## src/rtl/mips_pkg.sv

```systemverilog
// Shared MIPS pipeline definitions: ctl_mem bit positions, MEM-stage FSM
// states and the access legality rule.
package mips_pkg;

    localparam int CTL_BRANCH   = 2;
    localparam int CTL_MEMREAD  = 1;
    localparam int CTL_MEMWRITE = 0;

    typedef enum logic {
        S_IDLE = 1'b0,
        S_WAIT = 1'b1
    } mem_state_e;

    // A data access is legal when exactly one of read/write is requested and
    // the address is word aligned.
    function automatic logic access_legal(input logic [2:0] ctl_mem,
                                          input logic [1:0] addr_lo);
        return (ctl_mem[CTL_MEMREAD] ^ ctl_mem[CTL_MEMWRITE]) && (addr_lo == 2'b00);
    endfunction

endpackage

```

## src/rtl/mem_wb_pipeline_register.sv

```systemverilog
// MEM/WB pipeline register. Loads every cycle; a bubble clears the WB
// controls so nothing downstream commits.
import mips_pkg::*;

module mem_wb_pipeline_register (
    input  logic        clk,
    input  logic        reset,
    input  logic        bubble,
    input  logic [1:0]  ctl_wb_in,
    input  logic [31:0] read_data_in,
    input  logic [31:0] alu_result_in,
    input  logic [4:0]  mux_out_in,
    output logic [1:0]  ctl_wb_out,
    output logic [31:0] read_data_out,
    output logic [31:0] alu_result_out,
    output logic [4:0]  mux_5bit_result
);

    // Register all fields; only the WB controls are forced on a bubble.
    always_ff @(posedge clk or posedge reset) begin
        if (reset) begin
            ctl_wb_out      <= '0;
            read_data_out   <= '0;
            alu_result_out  <= '0;
            mux_5bit_result <= '0;
        end else begin
            ctl_wb_out      <= bubble ? 2'b00 : ctl_wb_in;
            read_data_out   <= read_data_in;
            alu_result_out  <= alu_result_in;
            mux_5bit_result <= mux_out_in;
        end
    end

endmodule

```

## src/rtl/mem_access_stage.sv

```systemverilog
// MEM stage: drives the data-memory handshake, stalls upstream while an
// access is outstanding, abandons it after TIMEOUT_CYCLES wait cycles and
// resolves the branch decision.
import mips_pkg::*;

module mem_access_stage #(
    parameter int TIMEOUT_CYCLES = 64
) (
    input  logic        clk,
    input  logic        reset,
    input  logic [1:0]  ctl_wb_in,
    input  logic [2:0]  ctl_mem_in,
    input  logic [31:0] add_result_in,
    input  logic [31:0] alu_result_in,
    input  logic [31:0] rdata2_in,
    input  logic        zero_in,
    input  logic [4:0]  mux_out_in,
    output logic        dmem_req,
    output logic        dmem_we,
    output logic [31:0] dmem_addr,
    output logic [31:0] dmem_wdata,
    input  logic        dmem_ready,
    input  logic [31:0] dmem_rdata,
    output logic        mem_stall,
    output logic        pc_src,
    output logic [31:0] branch_target,
    output logic [1:0]  ctl_wb_out,
    output logic [31:0] read_data_out,
    output logic [31:0] alu_result_out,
    output logic [4:0]  mux_5bit_result,
    output logic        mem_error
);

    localparam int CNT_W = $clog2(TIMEOUT_CYCLES + 1);

    mem_state_e state, next_state;
    logic [CNT_W-1:0] wait_cnt;
    logic access, legal, illegal, timed_out;
    logic req, stall, bubble, err_set;
    logic [31:0] load_data;

    assign access    = ctl_mem_in[CTL_MEMREAD] | ctl_mem_in[CTL_MEMWRITE];
    assign legal     = access_legal(ctl_mem_in, alu_result_in[1:0]);
    assign illegal   = access & ~legal;
    assign timed_out = (state == S_WAIT) && (wait_cnt == CNT_W'(TIMEOUT_CYCLES));

    assign pc_src        = ctl_mem_in[CTL_BRANCH] & zero_in;
    assign branch_target = add_result_in;

    // Reset is combined in so an outstanding request drops the instant reset
    // rises, even while upstream still presents the access.
    assign dmem_req   = req & ~reset;
    assign mem_stall  = stall & ~reset;
    assign dmem_we    = dmem_req & ctl_mem_in[CTL_MEMWRITE];
    assign dmem_addr  = alu_result_in;
    assign dmem_wdata = rdata2_in;

    // Load data is captured only on a completing read; all else writes zero.
    assign load_data = (req && dmem_ready && ctl_mem_in[CTL_MEMREAD]) ? dmem_rdata : 32'd0;

    // State, wait counter and sticky error flag.
    always_ff @(posedge clk or posedge reset) begin
        if (reset) begin
            state     <= S_IDLE;
            wait_cnt  <= '0;
            mem_error <= 1'b0;
        end else begin
            state <= next_state;
            if (state == S_WAIT && next_state == S_WAIT)
                wait_cnt <= wait_cnt + 1'b1;
            else
                wait_cnt <= '0;
            if (err_set)
                mem_error <= 1'b1;
        end
    end

    // Next state and handshake/stall/bubble decisions. The timeout cycle
    // itself releases the stall so upstream moves past the abandoned access
    // rather than re-issuing it from IDLE.
    always_comb begin
        next_state = state;
        req        = 1'b0;
        stall      = 1'b0;
        bubble     = 1'b0;
        err_set    = 1'b0;
        case (state)
            S_IDLE: begin
                if (illegal) begin
                    bubble  = 1'b1;
                    err_set = 1'b1;
                end else if (legal) begin
                    req = 1'b1;
                    if (!dmem_ready) begin
                        stall      = 1'b1;
                        bubble     = 1'b1;
                        next_state = S_WAIT;
                    end
                end
            end
            S_WAIT: begin
                if (timed_out) begin
                    bubble     = 1'b1;
                    err_set    = 1'b1;
                    next_state = S_IDLE;
                end else begin
                    req = 1'b1;
                    if (dmem_ready) begin
                        next_state = S_IDLE;
                    end else begin
                        stall  = 1'b1;
                        bubble = 1'b1;
                    end
                end
            end
            default: next_state = S_IDLE;
        endcase
    end

    mem_wb_pipeline_register u_mem_wb (
        .clk             (clk),
        .reset           (reset),
        .bubble          (bubble),
        .ctl_wb_in       (ctl_wb_in),
        .read_data_in    (load_data),
        .alu_result_in   (alu_result_in),
        .mux_out_in      (mux_out_in),
        .ctl_wb_out      (ctl_wb_out),
        .read_data_out   (read_data_out),
        .alu_result_out  (alu_result_out),
        .mux_5bit_result (mux_5bit_result)
    );

endmodule
```

## config.mk

```make
export PLATFORM = sky130hd
export DESIGN_NAME = mem_access_stage
export DESIGN_NICKNAME = d
export VERILOG_FILES = /design/src/rtl/mips_pkg.sv /design/src/rtl/mem_wb_pipeline_register.sv /design/src/rtl/mem_access_stage.sv
export SDC_FILE = /design/constraint.sdc
export NUM_CORES = 1
export LEC_CHECK = 0
export ABC_AREA = 1
export CELL_PAD_IN_SITES_DETAIL_PLACEMENT = 1
export CELL_PAD_IN_SITES_GLOBAL_PLACEMENT = 1
export CORE_MARGIN = 8
export CORE_UTILIZATION = 23
export CTS_BUF_LIST = sky130_fd_sc_hd__clkbuf_8
export CTS_CLUSTER_SIZE = 40
export DETAILED_ROUTE_END_ITERATION = 8
export PLACE_DENSITY = 0.95
export SLEW_MARGIN = 20
export SYNTH_ARGS = -nofsm -noshare
export SYNTH_HDL_FRONTEND = slang
export SYNTH_HIERARCHICAL = 1
export SYNTH_SLANG_ARGS = --single-unit
```

## constraint.sdc

```tcl
create_clock -name clk -period 6.8 [get_ports clk]
set_input_delay 1.02 -clock clk [delete_from_list [all_inputs] [get_ports clk]]
set_output_delay 1.02 -clock clk [all_outputs]
set_load 0.02 [all_outputs]
```

==> results_dict.tcl, run 1 <==
set metrics [dict create \
    final_area_um2 4870 \
    synth_cells 313 \
    cts.repair.resized 0 \
    die_w_um 137 \
    synthAdderAreaFrac_pct 1.12 \
    setup_viol 0 \
    yosys_warnings 6 \
    start_util_pct 23.3 \
    syn_avg_cell_area_um2 10.7 \
    diodes 0 \
    rows 44 \
    status "finished, final reports clean" \
    drt-wirelength-per-cell_um 18.0 \
    path_class "in2out" \
    core_um2 14400 \
    power_density_nw_per_um2 206 \
    mostFrequentLayoutCells "clkdlybuf4s50_1 (185), dfrtp_1 (80), inv_1 (50)" \
    drc 0 \
    synth_mux_area_share_pct 0 \
    rsz0062_at_grt "no" \
    vias 2282 \
    track_usage_pct 11.4 \
    finalWirelength_um 10800 \
    first_iter_violations 57 \
    end_kind "output pin" \
    hold_start "wait_cnt[0]" \
    ys_seq_elements 80 \
    syn2layout_area_growth_pct 45.5 \
    synth_compound_area_share_pct 0 \
    antenna_found_initial 0 \
    die_h_um 137 \
    maxSlewViolCount 0 \
    p_seq_share_pct 49.6 \
    place_area_um2 4680 \
    grt_pass1_wl_um 15600 \
    arrival_ns 2.91 \
    p_leak_nw 2.26 \
    p_sw_share_pct 27.4 \
    tritoncts "done" \
    hold_viol_final 0 \
    clock-sinks 80 \
    yosysTopAreaCellShare_pct 59.9 \
    drive_above_1_share_pct 5.53 \
    detailed_place_hpwl_um 8920 \
    htreeDepth 3 \
    ys_top_cells_by_area "dfrtp_1 (60%), buf_4 (22%), inv_1 (5.7%), nor2_1 (5.4%), nand2_1 (1.9%)" \
    rr_startpoint "wait_cnt[0]" \
    overflow 0 \
    cp_max_fo 5 \
    path_buf_inv 3 \
    syn-num-nets 458 \
    hold_class "reg2reg" \
    grt_max_degree 45 \
    seq_area_frac_synth_pct 59.9 \
    clock-root-buffer "clkbuf_8" \
    num_io_pins 314 \
    p_switching_mw 0.275 \
    min_period_ns 3.93 \
    numCtsBuffers 9 \
    synth_xor_area_share_pct 0.786 \
    peakVddDrop_uv 70.7 \
    postCtsHoldBufs 0 \
    fin_worst_skew_ns 0.00446 \
    slew_headroom_pct 64.3 \
    io_buffers 185 \
    clk_latency_ns 0.36 \
    finalWeightedCongestion 0.783 \
    tightest_slew_ns 0.535 \
    slowest_delay_ns 0.62 \
    cts.path.max_buffers 2 \
    critPathLaunch "ctl_mem_in[1]" \
    final_common_cell "clkdlybuf4s50_1" \
    die-area_um2 18700 \
    ant_nets 0 \
    post-cts-setup-buffer-count 0 \
    path_delay_family "buffers and inverters" \
    power_frac_clock_pct 33.6 \
    max_freq_mhz 254 \
    comb_power_share_pct 16.8 \
    netlist_area_um2 3340 \
    via_per_inst 3.80 \
    grt_pass1_vias 2644 \
    firstDrtPassIters 4 \
    netlist-cell-type-count 16 \
    cp-start-kind "input pin" \
    worstPathRequired_ns 5.78 \
    tns_ns 0 \
    fillers 1596 \
    cap_violations 0 \
    yosysTopAreaCell "dfrtp_1" \
    path_cells "clkdlybuf4s50_1 > inv_1 > ha_1 > nand2_1 > nand2_1 > nand3_1 > nor2_1 > clkdlybuf4s50_1" \
    nets 556 \
    clkTransAtPathRegs_ns 0.09 \
    p_int_mw 0.728 \
    fin_crit_sh_pct 57.8 \
    synth_top_family_by_area "buffers and inverters" \
    synth_simple_gate_area_share_pct 9.84 \
    crit_path_top_delay_cell "clkdlybuf4s50_1" \
]
[Yosys cell counts, drive strengths merged]
library cell,count
buf,99
dfrtp,80
inv,51
nor2,50
nand2,17
nand3,7
ha,3
xnor2,2
nand3b,1
nand4,1
or2,1
xor2,1
[worst register-to-register path, delay by kind of cell (launching register included)]
family / cells / cell delay [ns]
AND/OR/NAND/NOR: 5 / 0.90
adder cells (fa/ha/maj): 1 / 0.21
flip-flops: 1 / 0.42
buffers and inverters: 1 / 0.09
[power by group through the flow]
stage                     Clock, mW  Sequential, mW  Combinational (mW)
after floorplan                   0           0.527               0.106
after global placement            0           0.506               0.169
after detailed placement          0           0.507               0.173
after CTS                     0.357           0.498               0.174
after global routing          0.373           0.499               0.181
final                         0.337           0.497               0.169
[logic make-up (layout without fill, tap and decap cells)]
group / Yosys count / after routing
flip-flops: 80 / 80
adder cells (fa/ha/maj): 3 / 3
buffers and inverters: 150 / 253
XOR/XNOR: 3 / 3
AND/OR/NAND/NOR: 77 / 77
[sequential cells by signal, indices dropped and copies added (netlist names)]
name,cells
u_mem_wb/alu_result_out,32
u_mem_wb/read_data_out,32
wait_cnt,7
u_mem_wb/mux_5bit_result,5
u_mem_wb/ctl_wb_out,2
mem_error,1
state,1
[per-layer routing]
layer | track usage (%) | part of all wire (%) | vias to the layer above
met5 | 0 | 0 | -
met4 | 8.72 | 5.2 | 0
met3 | 5.54 | 14 | 49
met2 | 19.4 | 49 | 157
met1 | 10.4 | 32 | 1069
li1 | - | - | 1007
[metrics by stage]
step / setup slack, ns / total power, mW / utilization (%) / hold slack, ns / cells
floorplan: 3.84 / 0.633 / - / 0.475 / 313
global placement: 2.86 / 0.675 / 32.5 / 0.489 / 584
detailed placement: 2.85 / 0.680 / 32.5 / 0.512 / 584
CTS: 2.84 / 1.03 / 33.9 / 0.526 / 600
global route: 2.75 / 1.05 / 33.9 / 0.571 / 600
finish: 2.87 / 1.00 / 33.9 / 0.521 / 600
[path summary, 6_finish.rpt]
check / slack (ns) / to / cells after the start
max in group asynchronous: 4.85 / u_mem_wb/alu_result_out[30] / 3
worst max-delay path: 2.87 / dmem_we / 8
worst min-delay path: 0.52 / wait_cnt[0] / 1
worst min register to register: 0.52 / wait_cnt[0] / 1
worst max register to register: 5.12 / u_mem_wb/read_data_out[22] / 7
min in group asynchronous: 1.00 / mem_error / 2
[area by class of cell]
cell class	count	area, µm²	share of cell area, %
Tap cell	184	230	4.73
Timing Repair Buffer	186	1860	38.2
Clock inverter	6	52.6	1.08
Inverter	51	193	3.96
Multi-Input combinational cell	83	393	8.07
Clock buffer	10	138	2.83
Sequential cell	80	2000	41.1
No activity file was read; power rests on OpenSTA's default activity.
==> run 2, diff against run 1 <==
Settings changed: CORE_UTILIZATION 23 to 19, PLACE_DENSITY 0.95 to 0.86.
Clock period 6.8 ns to 3.45 ns, I/O delays scaled along.
==> results_dict.tcl, run 2 (synthesis gave the netlist of run 1 again) <==
set metrics [dict create \
    status "finished, final reports clean" \
    ant_nets 0 \
    rsz0062_at_grt "no" \
    reg2reg_depth 7 \
    antenna_found_initial 0 \
    arrival_ns 2.40 \
    diodes 0 \
    p_int_mw 1.42 \
    start_util_pct 19.4 \
    r2r-end "u_mem_wb/read_data_out[8]" \
    clkTransAtPathRegs_ns 0.09 \
    power_density_nw_per_um2 401 \
    hold_viol_final 0 \
    via_per_inst 3.55 \
    fin_worst_skew_ns 0.0131 \
    die_h_um 149 \
    postCtsHoldBufs 0 \
    worstPathRequired_ns 2.93 \
    path_buf_inv 3 \
    tritoncts "done" \
    firstDrtPassIters 4 \
    cp-start-kind "input pin" \
    use_met2_pct 15.4 \
    grt.busiest_layer "met2" \
    finalWeightedCongestion 0.715 \
    rr_startpoint "wait_cnt[0]" \
    track_usage_pct 9.41 \
    grt_max_degree 41 \
    mostFrequentLayoutCells "clkdlybuf4s50_1 (185), dfrtp_1 (80), inv_1 (50)" \
    p_seq_share_pct 49.6 \
    p_sw_share_pct 28.1 \
    fillers 1983 \
    cap_violations 0 \
    path_depth 8 \
    path_class "in2out" \
    path_cells "clkdlybuf4s50_1 > inv_1 > ha_1 > nand2_1 > nand2_1 > nand3_1 > nor2_1 > clkdlybuf4s50_1" \
    slowest_delay_ns 0.61 \
    fin_crit_sh_pct 84.6 \
    p_switching_mw 0.554 \
    finalWirelength_um 10400 \
    whs_ns 0.521 \
    die-area_um2 22100 \
    p_leak_nw 2.27 \
    core_um2 17200 \
    die_w_um 149 \
    largest_registers "u_mem_wb/alu_result_out (32), u_mem_wb/read_data_out (32), wait_cnt (7)" \
    final_common_cell "clkdlybuf4s50_1" \
    numCtsBuffers 9 \
    post-cts-setup-buffer-count 0 \
    critPathLaunch "ctl_mem_in[1]" \
    max_freq_mhz 342 \
    rows 48 \
    crit_path_top_delay_cell "clkdlybuf4s50_1" \
    setup_viol 0 \
    clk_latency_ns 0.36 \
    io_buffers 185 \
    grt_pass1_vias 2516 \
    drc 0 \
    cp_max_fo 5 \
    peakVddDrop_uv 187 \
    min_period_ns 2.92 \
    grt_use_met3_pct 5.04 \
    tightest_slew_ns 0.688 \
    end_kind "output pin" \
    path_delay_family "buffers and inverters" \
    hold_class "reg2reg" \
    detailed_place_hpwl_um 8540 \
    drive_above_1_share_pct 5.98 \
    rrSetupSlack_ns 1.78 \
    vias 2280 \
    clock-sinks 80 \
    slew_headroom_pct 54.1 \
    cts.repair.resized 0 \
    nets 558 \
    first_iter_violations 20 \
    overflow 0 \
    syn2layout_area_growth_pct 47.3 \
    tns_ns 0 \
    clock-root-buffer "clkbuf_8" \
    num_io_pins 314 \
    maxSlewViolCount 0 \
    drt-wirelength-per-cell_um 16.2 \
    htreeDepth 3 \
    crit_end "dmem_we" \
    comb_power_share_pct 16.9 \
    grt_pass1_wl_um 15400 \
    cts.path.max_buffers 2 \
    power_frac_clock_pct 33.5 \
    met1_usage_pct 9.29 \
]
[run 2: cell count changes in the layout (fill, tap and decap cells not counted), sizes merged]
cell	delta
buf	+2
clkbuf	-1
clkinvlp	-1
inv	+2
[run 2: worst min-delay path by stage]
stage,from,end,slack [ns],cells past startpoint
after CTS,wait_cnt[0],wait_cnt[0],0.53,1
final,wait_cnt[0],wait_cnt[0],0.52,1
after floorplan,reset,mem_error,0.35,1
after global placement,wait_cnt[0],wait_cnt[0],0.50,1
after detailed placement,wait_cnt[0],wait_cnt[0],0.51,1
after global routing,mux_out_in[4],u_mem_wb/mux_5bit_result[4],0.56,1
[run 2: power groups by stage]
stage	Combinational, mW	Clock [mW]	Sequential, mW
2_1_floorplan	0.209	0	1.04
3_3_place_gp	0.337	0	0.997
3_5_place_dp	0.342	0	0.999
4_1_cts	0.343	0.707	0.980
5_1_grt	0.360	0.745	0.982
6_report	0.333	0.661	0.979
[run 2: layout make-up]
class                   instances  area, µm²  area share [%]
multi-input cells              83        393            7.98
repair buffers                188       1870            38.0
inverters                      51        193            3.91
well taps                     225        282            5.72
clock inverters                 7       58.8            1.19
flip-flops and latches         80       2000            40.6
clock buffers                   9        124            2.51
[run 2: stage by stage]
step                power [mW]  cell area [µm²]  std cells  setup WS, ns  utilization (%)
floorplan                 1.25             3340        313          1.14                -
global placement          1.33             4740        627         0.545             27.5
detailed placement        1.34             4740        627         0.515             27.5
CTS                       2.03             4930        643         0.506             28.6
global route              2.09             4930        643         0.423             28.6
finish                    1.97             4930        643         0.530             28.6
[run 2: layer usage]
layer	wire length (µm)	share of wire, %	up-vias
met3	1660	16	42
met1	3460	33	1057
li1	-	-	1013
met5	0	0	-
met4	414	4.0	0
met2	4870	47	168
==> patch 1: new RTL, settings of run 2 <==
Change the parameter `TIMEOUT_CYCLES` from 64 to 128.
--- a/src/rtl/mem_access_stage.sv
+++ b/src/rtl/mem_access_stage.sv
@@ -5,5 +5,5 @@
 
 module mem_access_stage #(
-    parameter int TIMEOUT_CYCLES = 64
+    parameter int TIMEOUT_CYCLES = 128
 ) (
     input  logic        clk,
Function: no difference found for any inputs over 4 cycles, from zero or initial values and one cycle with reset high; that may be too few to reach the edited logic, so the function may still have changed.
==> patch 1 against run 2 <==
- power up 5.5%
- core utilization down 0.25 points
- non-clock buffer count unchanged
- final area up 2.9%
- routed wire length up 0.94%
- synthesized area up 3.3%
- setup slack worse by 0.024 ns
- fmax down 0.83%
- sequential cell count up 1
- combinational power up 2%
==> patch 1: results <==
[power_and_ir_drop]
comb_cell_power_uw = 339
leakagePower_uw = 0.00230
switching_share = 0.268
vdd_drop_max_v = 0.000146
p_clk_frac = 0.362
p_switching_uw = 559

[sta]
worst_pin_slew_ns = 0.772
fin_skew_ns = 0.00834

[global_route]
grt_use_total = 0.0898
use_met3 = 0.0385
grt_pass1_vias = 2663
grt_pass1_wl_um = 15100
met1_usage = 0.0867
grt_max_degree = 42
use_met2 = 0.152

[synthesis]
synthAdderAreaFrac = 0.0109
synth_fp_nets = 469
synthMuxAreaShare = 0
synthXorXnorAreaFrac = 0.00507
synth_common_cells = "96 x buf_4, 81 x dfrtp_1, 52 x inv_1"
ys_top_cells_by_area = "dfrtp_1 59%, buf_4 21%, inv_1 5.7%"
synth_warnings = 6
ys_seq_area_frac = 0.587
synth_compound_area_frac = 0.00435

[final_layout]
inv_count = 52
register_area_um2 = 2030
nFillCells = 2018
multiInputGateArea_um2 = 477
area_growth_pct = 46.8
instances_no_fill = 658
final_nets = 569
n_clock_buffer = 10
reg_top3 = "u_mem_wb/alu_result_out (32), u_mem_wb/read_data_out (32), wait_cnt (8)"
signal_buffer_area_fraction = 0.370
drive_gt1_frac = 0.100
nMultiInputCombCells = 92
seq_cell_count = 81

[place]
postPlaceCellArea_um2 = 4860
placed_cells = 642
hpwl_um = 8480
dp_slack_ns = 0.499

[critical_path]
crit_path_max_fanout = 4

[status]
outcome = "finished, final reports clean"

[routing]
met3_wirelength_um = 1440
wl_per_cell_um = 16.0
top_layer = "met4"
drt_first_iter_violations = 51
vias = 2314
wl_met1_um = 3680
wl_met2_um = 4950

[clocking]
post_cts_buffers = 0

[floorplanning]
core_um2 = 17900

[hold_path]
min_from = "mem_error"
-- patch 1: worst max-delay path, cell delays in order --
cell and delay, ns:
clkdlybuf4s50_1 0.47, inv_1 0.05, ha_1 0.26, nand2_1 0.07, nand2_1 0.17, nand3_1 0.14, nor2_1 0.12, clkdlybuf4s50_1 0.62
-- patch 1: final timing paths --
| kind | endpoint | slack (ns) | depth (start not counted) |
|---|---|---|---|
| worst max-delay path | dmem_we | 0.51 | 8 |
| worst min-delay path | mem_error | 0.49 | 1 |
| worst max register to register | u_mem_wb/read_data_out[19] | 1.70 | 7 |
| worst min register to register | mem_error | 0.49 | 1 |
| max in group asynchronous | u_mem_wb/read_data_out[17] | 2.11 | 3 |
| min in group asynchronous | wait_cnt[0] | 0.59 | 3 |
==> patch 2: new RTL, config.mk and constraints of run 2 <==
Made on the original files. Register the output `mem_error` once more, cleared by the reset; this adds one clock of latency there. The other outputs are not delayed to match.
--- a/src/rtl/mem_access_stage.sv
+++ b/src/rtl/mem_access_stage.sv
@@ -34,4 +34,6 @@
     localparam int CNT_W = $clog2(TIMEOUT_CYCLES + 1);
 
+    logic mem_error_s0;
+
     mem_state_e state, next_state;
     logic [CNT_W-1:0] wait_cnt;
@@ -64,5 +66,5 @@
             state     <= S_IDLE;
             wait_cnt  <= '0;
-            mem_error <= 1'b0;
+            mem_error_s0 <= 1'b0;
         end else begin
             state <= next_state;
@@ -72,5 +74,5 @@
                 wait_cnt <= '0;
             if (err_set)
-                mem_error <= 1'b1;
+                mem_error_s0 <= 1'b1;
         end
     end
@@ -132,3 +134,11 @@
     );
 
+    always_ff @(posedge clk or posedge reset) begin
+        if (reset) begin
+            mem_error <= '0;
+        end else begin
+            mem_error <= mem_error_s0;
+        end
+    end
+
 endmodule
Function: changed (a bounded check fails within 4 cycles, from zero or initial values and one cycle with reset high).
==> patch 2 against run 2 <==
- power is 1.4% higher
- routed wire length is 3.0% higher
- synthesized area is 0.75% higher
- sequential cell count is 1 higher
- setup slack better by 0.0036 ns
- final area is 0.69% higher
- global-route usage is 0.063 points lower
- largest power group unchanged
- highest routed layer unchanged
==> patch 2: results <==
[global_route]
grt_use_total = 0.0935
grt_pass1_vias = 2491
grt_max_degree = 51

[routing]
drt_first_iter_violations = 46
wl_met2_um = 5170
met3_wirelength_um = 1460

[sta]
period_share = 0.845
worst_pin_slew_ns = 0.490
fin_skew_ns = 0.0110

[hold_path]
min_from = "mem_error_s0"
min_path_cells = 0

[final_layout]
nFillCells = 1935
drive_gt1_frac = 0.0574

[place]
hpwl_um = 8660
place_congestion = 0.727

[synthesis]
synthAdderAreaFrac = 0.0111
ys_top_cells_by_area = "dfrtp_1 60%, buf_4 21%, inv_1 5.7%"
synthXorXnorAreaFrac = 0.00780
synth_fp_nets = 459

[power_and_ir_drop]
vdd_drop_max_v = 0.000165
p_switching_uw = 556
leakagePower_uw = 0.00227

[status]
outcome = "finished, final reports clean"

[critical_path]
rr_endpoint = "u_mem_wb/read_data_out[3]"
r2r_slack_ns = 1.76
patch 2: changes by cell type after synthesis, sizes merged:
cell   change
dfrtp      +1
patch 2: power groups by stage:
stage	Sequential, uW	Combinational, uW	Clock [uW]
after global routing	995	360	758
after detailed placement	1010	344	0
after CTS	992	346	724
after floorplan	1050	209	0
final	991	336	674
after global placement	1010	340	0
patch 2: final cells by class:
class | instances | share of cell area
Sequential cell | 81 | 0.409
Timing Repair Buffer | 187 | 0.379
Multi-Input combinational cell | 83 | 0.0792
Tap cell | 225 | 0.0568
Inverter | 51 | 0.0388
Clock buffer | 10 | 0.0277
Clock inverter | 6 | 0.00984
patch 2: through the flow:
step / utilization / instance area (um2) / cells / hold slack (ns)
6_report: 0.287 / 4960 / 643 / 0.398
5_1_grt: 0.287 / 4960 / 643 / 0.408
4_1_cts: 0.287 / 4960 / 643 / 0.404
3_5_place_dp: 0.276 / 4770 / 627 / 0.381
3_3_place_gp: 0.276 / 4770 / 627 / 0.370
2_1_floorplan: - / 3370 / 314 / 0.354
patch 2: worst max path at each step:
stage	end	cells after the start
2_1_floorplan	u_mem_wb/alu_result_out[0]	1
3_3_place_gp	mem_stall	8
3_5_place_dp	mem_stall	8
4_1_cts	dmem_we	8
5_1_grt	dmem_we	8
6_report	dmem_we	8
patch 2: cell families after synthesis:
kind of cell / count (synthesis)
buf+inv: 150
fa+ha+maj: 3
flops: 81
xor+xnor: 3
simple gates: 77
patch 2: metal layers:
metal / GRT usage / up-vias
met3: 0.0546 / 43
met1: 0.0904 / 1080
met5: 0 / -
met4: 0.0469 / 0
met2: 0.157 / 151
li1: - / 1010
patch 2: worst max-delay path: stages:
cell	delay, ns
clkdlybuf4s50_1	0.47
inv_1	0.05
ha_1	0.26
nand2_1	0.05
nand2_1	0.17
nand3_1	0.16
nor2_1	0.11
clkdlybuf4s50_1	0.61
